==> config.mk <==
export PLATFORM = sky130hd
export DESIGN_NAME = frec_selector
export DESIGN_NICKNAME = d
export VERILOG_FILES = /design/src/rtl/frec_pkg.sv /design/src/rtl/btn_debounce.sv /design/src/rtl/frec_selector.sv
export SDC_FILE = /design/constraint.sdc
export NUM_CORES = 1
export LEC_CHECK = 0
export BUFFER_PORTS_ARGS = -buffer_cell sky130_fd_sc_hd__buf_4
export CORE_UTILIZATION = 35
export CTS_CLUSTER_DIAMETER = 80
export DETAILED_ROUTE_END_ITERATION = 16
export GPL_TIMING_DRIVEN = 0
export PLACE_DENSITY = 0.56
export SLEW_MARGIN = 10
export SYNTH_ARGS = -nofsm -noshare
export SYNTH_HDL_FRONTEND = slang
export SYNTH_SLANG_ARGS = --single-unit
==> constraint.sdc <==
create_clock -name clk -period 3.95 [get_ports clk]
set_input_delay 0.395 -clock clk [delete_from_list [all_inputs] [get_ports clk]]
set_output_delay 0.395 -clock clk [all_outputs]
set_load 0.01 [all_outputs]
==> src/rtl/frec_pkg.sv <==
// Shared constants for the frequency selector: widths, default debounce length
// and the eight-entry frequency code table.
package frec_pkg;
  localparam int FREC_IDX_W  = 3;
  localparam int FREC_W      = 8;
  localparam int FREC_N      = 8;
  localparam int DEB_CYC_DEF = 50000;

  typedef logic [FREC_IDX_W-1:0] frec_idx_t;
  typedef logic [FREC_W-1:0]     frec_t;

  typedef enum logic [1:0] {
    STEP_NONE,
    STEP_UP,
    STEP_DOWN
  } step_e;

  localparam frec_idx_t FREC_IDX_MAX = FREC_IDX_W'(FREC_N - 1);

  localparam frec_t FREC_TABLE [FREC_N] = '{
    8'd30, 8'd50, 8'd75, 8'd100, 8'd125, 8'd150, 8'd175, 8'd200
  };

  function automatic frec_t frec_lookup(input frec_idx_t idx);
    return FREC_TABLE[idx];
  endfunction
endpackage

==> src/rtl/btn_debounce.sv <==
// One push-button channel: 2-flop synchronizer, stability counter and a
// registered one-cycle pulse on each accepted press (rising debounced level).
module btn_debounce
  import frec_pkg::*;
#(
  parameter int DEB_CYC = DEB_CYC_DEF
) (
  input  logic clk,
  input  logic rst_n,
  input  logic i_btn,
  output logic o_press
);
  localparam logic [15:0] CNT_MAX = 16'(DEB_CYC - 1);

  logic [1:0]  r_sync;
  logic        r_d;
  logic        r_d_prev;
  logic        r_press;
  logic [15:0] r_cnt;

  always_ff @(posedge clk or negedge rst_n) begin
    if (!rst_n) begin
      r_sync   <= '0;
      r_d      <= 1'b0;
      r_d_prev <= 1'b0;
      r_press  <= 1'b0;
      r_cnt    <= '0;
    end else begin
      r_sync   <= {r_sync[0], i_btn};
      r_d_prev <= r_d;
      r_press  <= r_d & ~r_d_prev;
      // Any return to the debounced level restarts the stability window.
      if (r_sync[1] == r_d) begin
        r_cnt <= '0;
      end else if (r_cnt == CNT_MAX) begin
        r_d   <= r_sync[1];
        r_cnt <= '0;
      end else begin
        r_cnt <= r_cnt + 16'd1;
      end
    end
  end

  assign o_press = r_press;
endmodule

==> src/rtl/frec_selector.sv <==
// Up/down frequency selector: two debounced buttons step a saturating table
// index; the matching frequency code and a change pulse are registered.
module frec_selector
  import frec_pkg::*;
#(
  parameter int DEB_CYC = DEB_CYC_DEF
) (
  input  logic                  clk,
  input  logic                  reset,
  input  logic                  btn_up,
  input  logic                  btn_down,
  output logic [FREC_W-1:0]     frecnum,
  output logic [FREC_IDX_W-1:0] frec_idx,
  output logic                  changed
);
  logic [1:0] w_btn;
  logic [1:0] w_press;
  step_e      w_step;
  frec_idx_t  w_idx_next;
  frec_idx_t  r_idx;
  frec_t      r_frecnum;
  logic       r_changed;

  assign w_btn = {btn_down, btn_up};

  generate
    for (genvar gi = 0; gi < 2; gi++) begin : g_btn
      btn_debounce #(
        .DEB_CYC (DEB_CYC)
      ) u_deb (
        .clk     (clk),
        .rst_n   (reset),
        .i_btn   (w_btn[gi]),
        .o_press (w_press[gi])
      );
    end
  endgenerate

  // Simultaneous presses cancel; steps past either end are dropped.
  always_comb begin
    w_step = STEP_NONE;
    if (w_press[0] && !w_press[1] && r_idx != FREC_IDX_MAX) begin
      w_step = STEP_UP;
    end else if (w_press[1] && !w_press[0] && r_idx != '0) begin
      w_step = STEP_DOWN;
    end
  end

  always_comb begin
    w_idx_next = r_idx;
    case (w_step)
      STEP_UP:   w_idx_next = r_idx + 1'b1;
      STEP_DOWN: w_idx_next = r_idx - 1'b1;
      default:   w_idx_next = r_idx;
    endcase
  end

  always_ff @(posedge clk or negedge reset) begin
    if (!reset) begin
      r_idx     <= '0;
      r_frecnum <= frec_lookup('0);
      r_changed <= 1'b0;
    end else begin
      r_idx     <= w_idx_next;
      r_frecnum <= frec_lookup(w_idx_next);
      r_changed <= (w_step != STEP_NONE);
    end
  end

  assign frecnum  = r_frecnum;
  assign frec_idx = r_idx;
  assign changed  = r_changed;
endmodule

==> metrics.txt, run 1 <==
EDFF count, synth 0; Netlist Area Pre-Place 0.00248 mm2; Detailed Route WL 4130 um; # diodes 0; Area Overhead vs Synth 13.0%; vias per cell 4.84; Synth top cells by count 50 x dfrtp_1, 26 x nor2_1, 16 x xnor2_1, 12 x nand2_1, 10 x xor2_1; Filler cells 678; worst r2r src g_btn[0].u_deb.o_press; relative slew slack 55.1%; final clock skew 0.00815 ns; Clock Pin Slew Worst Setup and Hold Paths 0.09 ns; clock share of power 34.1%; run status complete, no violations; count of different cell masters after synthesis 45; Die H 86.3 um; Least-Margin Pin Slew 0.673 ns; Worst setup startpoint g_btn[0].u_deb.o_press; Critical Path End Type register; register area share after synthesis 54.6%; sw frac 21.2%; clk root buf clkbuf_8; Final period util 63.3%; port bufs 15; H-tree depth 2; Final Max Slew Viols 0; core area 0.00683 mm2; share of layout cells above drive strength 1 16.7%; # rows 30; number of global-route vias before repair 1,604; Vias 1,649; CP max FO 8; drt first pass iters 7; cts hold-fix bufs 0; wire length per cell 12.1 um; HP Class input port to asynchronous set/reset pin; nets 255; Slowest cell on crit path dfrtp_1; Synth top area share 50.4%; CTS tree built; clk_lat worst skew 0.30 ns; first-pass GRT wire length 7390 um; grt total ovfl 0; Primary FF master, synth dfrtp_1; fin crit period 2.50 ns; RSZ-0062 raised after global routing false; leakage dissipation 0.00120 uW; Setup TNS Final 0 ns; P_sw 191 uW; Yosys reg bits 54; maximum achievable frequency 0.400 GHz; most frequent cell after synthesis dfrtp_1; Max Buffers Root-to-Sink 2; power share of the combinational group 2.9%; Critical Path RT 4.14 ns; YS warnings 0; Post-synth ARST share 100%; CP Data Arrival Time 2.68 ns; initial antenna violation count 0; synth top area cells dfrtp_1 50%, xnor2_1 5.6%, dfstp_2 4.2%, nor2_1 3.9%, xor2_1 3.5%; Multi-input gate area 0.00108 mm2; Post-DP HPWL 2840 um; Final Hold Viols 0; initial core utilization 36.4%; Syn Area/Cell 11.2 um2; routability cong. 0.793; CTS sink count 54; post-CTS resize count 0; cts bufs inserted 5; crit path kind register to register; largest net degree at the start of global routing 55; Overall Global Routing Usage 12.5%; cell internal pwr 709 uW; Peak VDD IR 0.107 mV; io pins 16; Die Area 0.00744 mm2; final setup vio count 0; register area 0.00136 mm2; slowest stage delay, CP 0.45 ns; syn_nets 233; Post-Synthesis Cells 222; Die Width 86.3 um; postcts setup bufs 0; cells along the critical path and2b_1 > nand2_1 > fa_1 > or3b_1 > a32oi_1 > o211ai_2 > mux2_2; # DRC 0; max-cap violations 0; PD cells 320 mW/mm2; DRT iter0 DRCs 87; Seq pwr share 62.9%; Finished Core Util 41.1%; startpoint types register; Final ANT Viol Nets 0; Yosys top cell by area dfrtp_1
final cells by class:
type,count,share of cell area (%)
sequential,54,48.3
multi-input combinational,156,38.5
tap,96,4.28
timing repair buffer,15,4.01
clock buffer,7,3.07
inverter,9,1.20
buffer,3,0.445
clock inverter,1,0.178
flip-flops by register name, summed over array words and instances (netlist names):
register / count
g_btn.u_deb.r_sync: 4
frec_idx: 3
g_btn.u_deb.r_d_prev: 2
frecnum: 8
changed: 1
g_btn.u_deb.r_cnt: 32
g_btn.u_deb.r_d: 2
g_btn.u_deb.o_press: 2
per-layer routing:
metal / GRT usage (%) / part of all wire, % / up-vias
met5: 0 / 0 / -
met4: 5.15 / 0 / 0
met3: 2.00 / 2.6 / 0
met2: 19.7 / 47 / 32
met1: 17.3 / 51 / 799
li1: - / - / 818
logic make-up (layout without fill, tap and decap cells):
logic type / Yosys count / in the layout / synth area share, %
xor+xnor: 26 / 26 / 9.16
fa+ha+maj: 7 / 7 / 3.83
compound gates: 18 / 18 / 4.53
mux: 8 / 8 / 3.42
flops: 54 / 54 / 54.6
simple gates: 97 / 97 / 22.6
buf+inv: 12 / 35 / 1.86
power groups by stage:
stage,sequential (uW),clock [uW],combinational (uW)
floorplan,576,0,11.5
global placement,577,0,27.8
detailed placement,577,0,28.1
CTS,566,325,28.0
global route,568,346,31.6
finish,566,307,26.5
path summary, 6_finish.rpt:
kind | to | slack (ns) | cells after the start
setup / recovery | frecnum[0] | 1.45 | 7
hold / removal | g_btn[1].u_deb.r_sync[1] | 0.12 | 1
setup reg to reg | frecnum[0] | 1.45 | 7
hold reg to reg | g_btn[0].u_deb.r_sync[1] | 0.36 | 0
max in group asynchronous | g_btn[1].u_deb.r_cnt[7] | 3.37 | 1
min in group clk | g_btn[1].u_deb.r_sync[0] | 0.20 | 1
placed cells by master (no fill, tap or decap), types with 2 or more instances in the layout:
master    netlist  final
a21oi_1         7      7
and3_1          8      8
and4bb_2        2      2
buf_4           0     15
clkbuf_1        2      3
clkbuf_8        0      6
dfrtp_1        50     50
dfstp_2         4      4
ha_1            6      6
inv_1           9      9
mux2_2          4      4
mux2i_1         4      4
nand2_1        12     12
nand3_1         9      9
nand4_1         7      7
nor2_1         26     26
nor2b_1         3      3
nor3_1          3      3
nor4_1          4      4
nor4b_1         3      3
o21ai_0         6      6
or3_1           4      4
xnor2_1        16     16
xor2_1         10     10
per-stage QoR:
step	cells	instance area [um2]	power, uW	hold WS [ns]	setup WS [ns]
after floorplan	222	2480	587	0.0994	1.64
after global placement	333	2720	605	0.336	1.50
after detailed placement	333	2720	605	0.336	1.44
after CTS	341	2810	919	0.149	1.43
after global routing	341	2810	946	0.174	1.26
final	341	2810	899	0.119	1.45
worst max-delay path, delay by kind of cell (launching register included):
kind	cells	cell delay (ns)
AND/OR/NAND/NOR	3	0.68
AO/OA/AOI/OAI	2	0.50
flip-flops	1	0.45
adder cells (fa/ha/maj)	1	0.42
multiplexers	1	0.34
Note: power is estimated with default switching activity, not from simulation.
==> inputs of run 2 (changes only) <==
--- a/config.mk
+++ b/config.mk
@@ -10,7 +10,7 @@
 export CTS_CLUSTER_DIAMETER = 80
 export DETAILED_ROUTE_END_ITERATION = 16
 export GPL_TIMING_DRIVEN = 0
-export PLACE_DENSITY = 0.56
+export PLACE_DENSITY = 0.58
 export SLEW_MARGIN = 10
 export SYNTH_ARGS = -nofsm -noshare
 export SYNTH_HDL_FRONTEND = slang
==> constraint.sdc (replaced) <==
create_clock -name clk -period 2.2 [get_ports clk]
set_input_delay 0.22 -clock clk [delete_from_list [all_inputs] [get_ports clk]]
set_output_delay 0.22 -clock clk [all_outputs]
set_load 0.01 [all_outputs]
==> run 2 against run 1 <==
Compared with the run above:
- the flow now finishes with violations (negative setup slack)
- via count increased by 1.3%
- largest cell class unchanged
- critical endpoint unchanged
- die area did not move
- wire length grew 4.8%
- clock power is 73% higher
- core utilization increased by 2.2 points
- clock-buffer cell count is 1 lower
- sequential share of layout area decreased by 2.3 points
- worst hold slack got worse by 0.10 ns
- flip-flop and latch count did not move
- fmax increased by 13%
- largest power group unchanged
==> metrics.txt, run 2 (same netlist as run 1, synthesis figures left out) <==
run status finished with violations; failing checks negative setup slack; post-route insts no fill 353; Filler cells 653; Die Width 86.3 um; CP max FO 4; Peak VDD IR 0.188 mV; CTS tree built; first-pass GRT wire length 7750 um; Area Overhead vs Synth 19.0%; # diodes 0; clk root buf clkbuf_8; largest net degree at the start of global routing 55; # rows 30; crit path kind register to register; max reg flops 32; Cells after DPL 333; Post-DP HPWL 2830 um; Final ANT Viol Nets 0; Largest Register g_btn.u_deb.r_cnt; leakage dissipation 0.00127 uW; max-cap violations 0; CTS sink count 54; hold_ws 0.0190 ns; cts bufs inserted 5; grt total ovfl 0; Top Metal Used met4; fin crit period 2.21 ns; io pins 16; Hold Path Stages 1; Die Area 0.00744 mm2; relative slew slack 55.3%; commonest non-fill, non-tap cell in the layout dfrtp_1; Detailed Route WL 4320 um; Critical Path RT 2.40 ns; port bufs 15; CP Data Arrival Time 2.40 ns; number of global-route vias before repair 1,683; startpoint types register; Slowest cell on crit path dfrtp_2; maximum achievable frequency 0.453 GHz; final clock skew 0.0130 ns; wire length on met2 1990 um; wl on met1 2160 um; Die H 86.3 um; DRT iter0 DRCs 55; initial antenna violation count 0; Max Buffers Root-to-Sink 2; core area 0.00683 mm2; Final Hold Viols 0; DP Worst Slack -0.258 ns; Final Max Slew Viols 0; H-tree depth 2; clk_lat worst skew 0.31 ns; met3 routed WL 86 um; Critical Path End Type register; cells along the critical path and2b_1 > nand2_2 > fa_2 > or3b_4 > a32oi_2 > o211ai_4 > mux2_4; Final period util 100%; routability cong. 0.820; Vias 1,671; # DRC 0; R2R depth 7; drt first pass iters 4; RSZ-0062 raised after global routing true; vias per cell 4.73; Overall Global Routing Usage 13.2%; wire length per cell 12.2 um; final worst setup slack -0.00905 ns; final setup vio count 1; share of layout cells above drive strength 1 24.1%; most frequent cells in the layout 47 x dfrtp_1, 26 x nor2_1, 24 x buf_4; initial core utilization 36.4%; Least-Margin Pin Slew 0.671 ns; Clock Pin Slew Worst Setup and Hold Paths 0.09 ns; PD cells 541 mW/mm2; slowest stage delay, CP 0.41 ns; HP Class input port to register; nets 267
-- run 2: metal layers --
metal / vias up / global-route usage (%)
li1: 837 / -
met1: 809 / 18.0
met2: 19 / 20.7
met3: 6 / 2.57
met4: 0 / 5.45
met5: - / 0
-- run 2: what timing repair did --
item                       4_1_cts  5_1_grt
hold buffers                     1        1
resized for setup                7        6
buffers inserted                10        0
pin swaps                        1        2
hold endpoints to repair        50        1
setup endpoints to repair        8        8
-- run 2: path summary, 6_finish.rpt --
kind                       slack, ns                  endpoint                     start
min                             0.02  g_btn[0].u_deb.r_sync[0]                    btn_up
max in group asynchronous       1.23    g_btn[0].u_deb.o_press                     reset
max reg2reg                   -0.009                frecnum[0]    g_btn[0].u_deb.o_press
min reg2reg                     0.35  g_btn[0].u_deb.r_sync[1]  g_btn[0].u_deb.r_sync[0]
min in group asynchronous       0.48   g_btn[1].u_deb.r_cnt[9]                     reset
max                           -0.009                frecnum[0]    g_btn[0].u_deb.o_press
-- run 2: worst max-delay path, delay by kind of cell, from the launching register on --
kind	cells	cell delay, ns
AO/OA/AOI/OAI	2	0.36
adder cells (fa/ha/maj)	1	0.36
flip-flops	1	0.41
multiplexers	1	0.31
AND/OR/NAND/NOR	3	0.67
-- run 2: layout make-up --
class,instances,area [um2],share of cell area [%]
plain buffers,3,12.5,0.423
clock buffers,6,72.6,2.45
clock inverters,2,10.0,0.339
inverters,9,33.8,1.14
multi-input cells,156,1130,38.1
flip-flops and latches,54,1360,46.0
well taps,96,120,4.06
repair buffers,27,220,7.45
-- run 2: power by group --
part / internal (uW) / total (uW) / switching, uW
clock: 221 / 532 / 311
combinational: 16.1 / 50.5 / 34.4
sequential: 1000 / 1020 / 11.3
total: 1240 / 1600 / 357
-- run 2: metrics by stage --
step	util (%)	TNS [ns]	cell area, um2	total power, uW
floorplan	-	-0.0894	2490	1050
global placement	39.9	-0.632	2720	1090
detailed placement	39.9	-0.826	2720	1090
CTS	42.9	-0.0230	2930	1630
global route	43.3	-0.580	2960	1680
finish	43.3	-0.00905	2960	1600
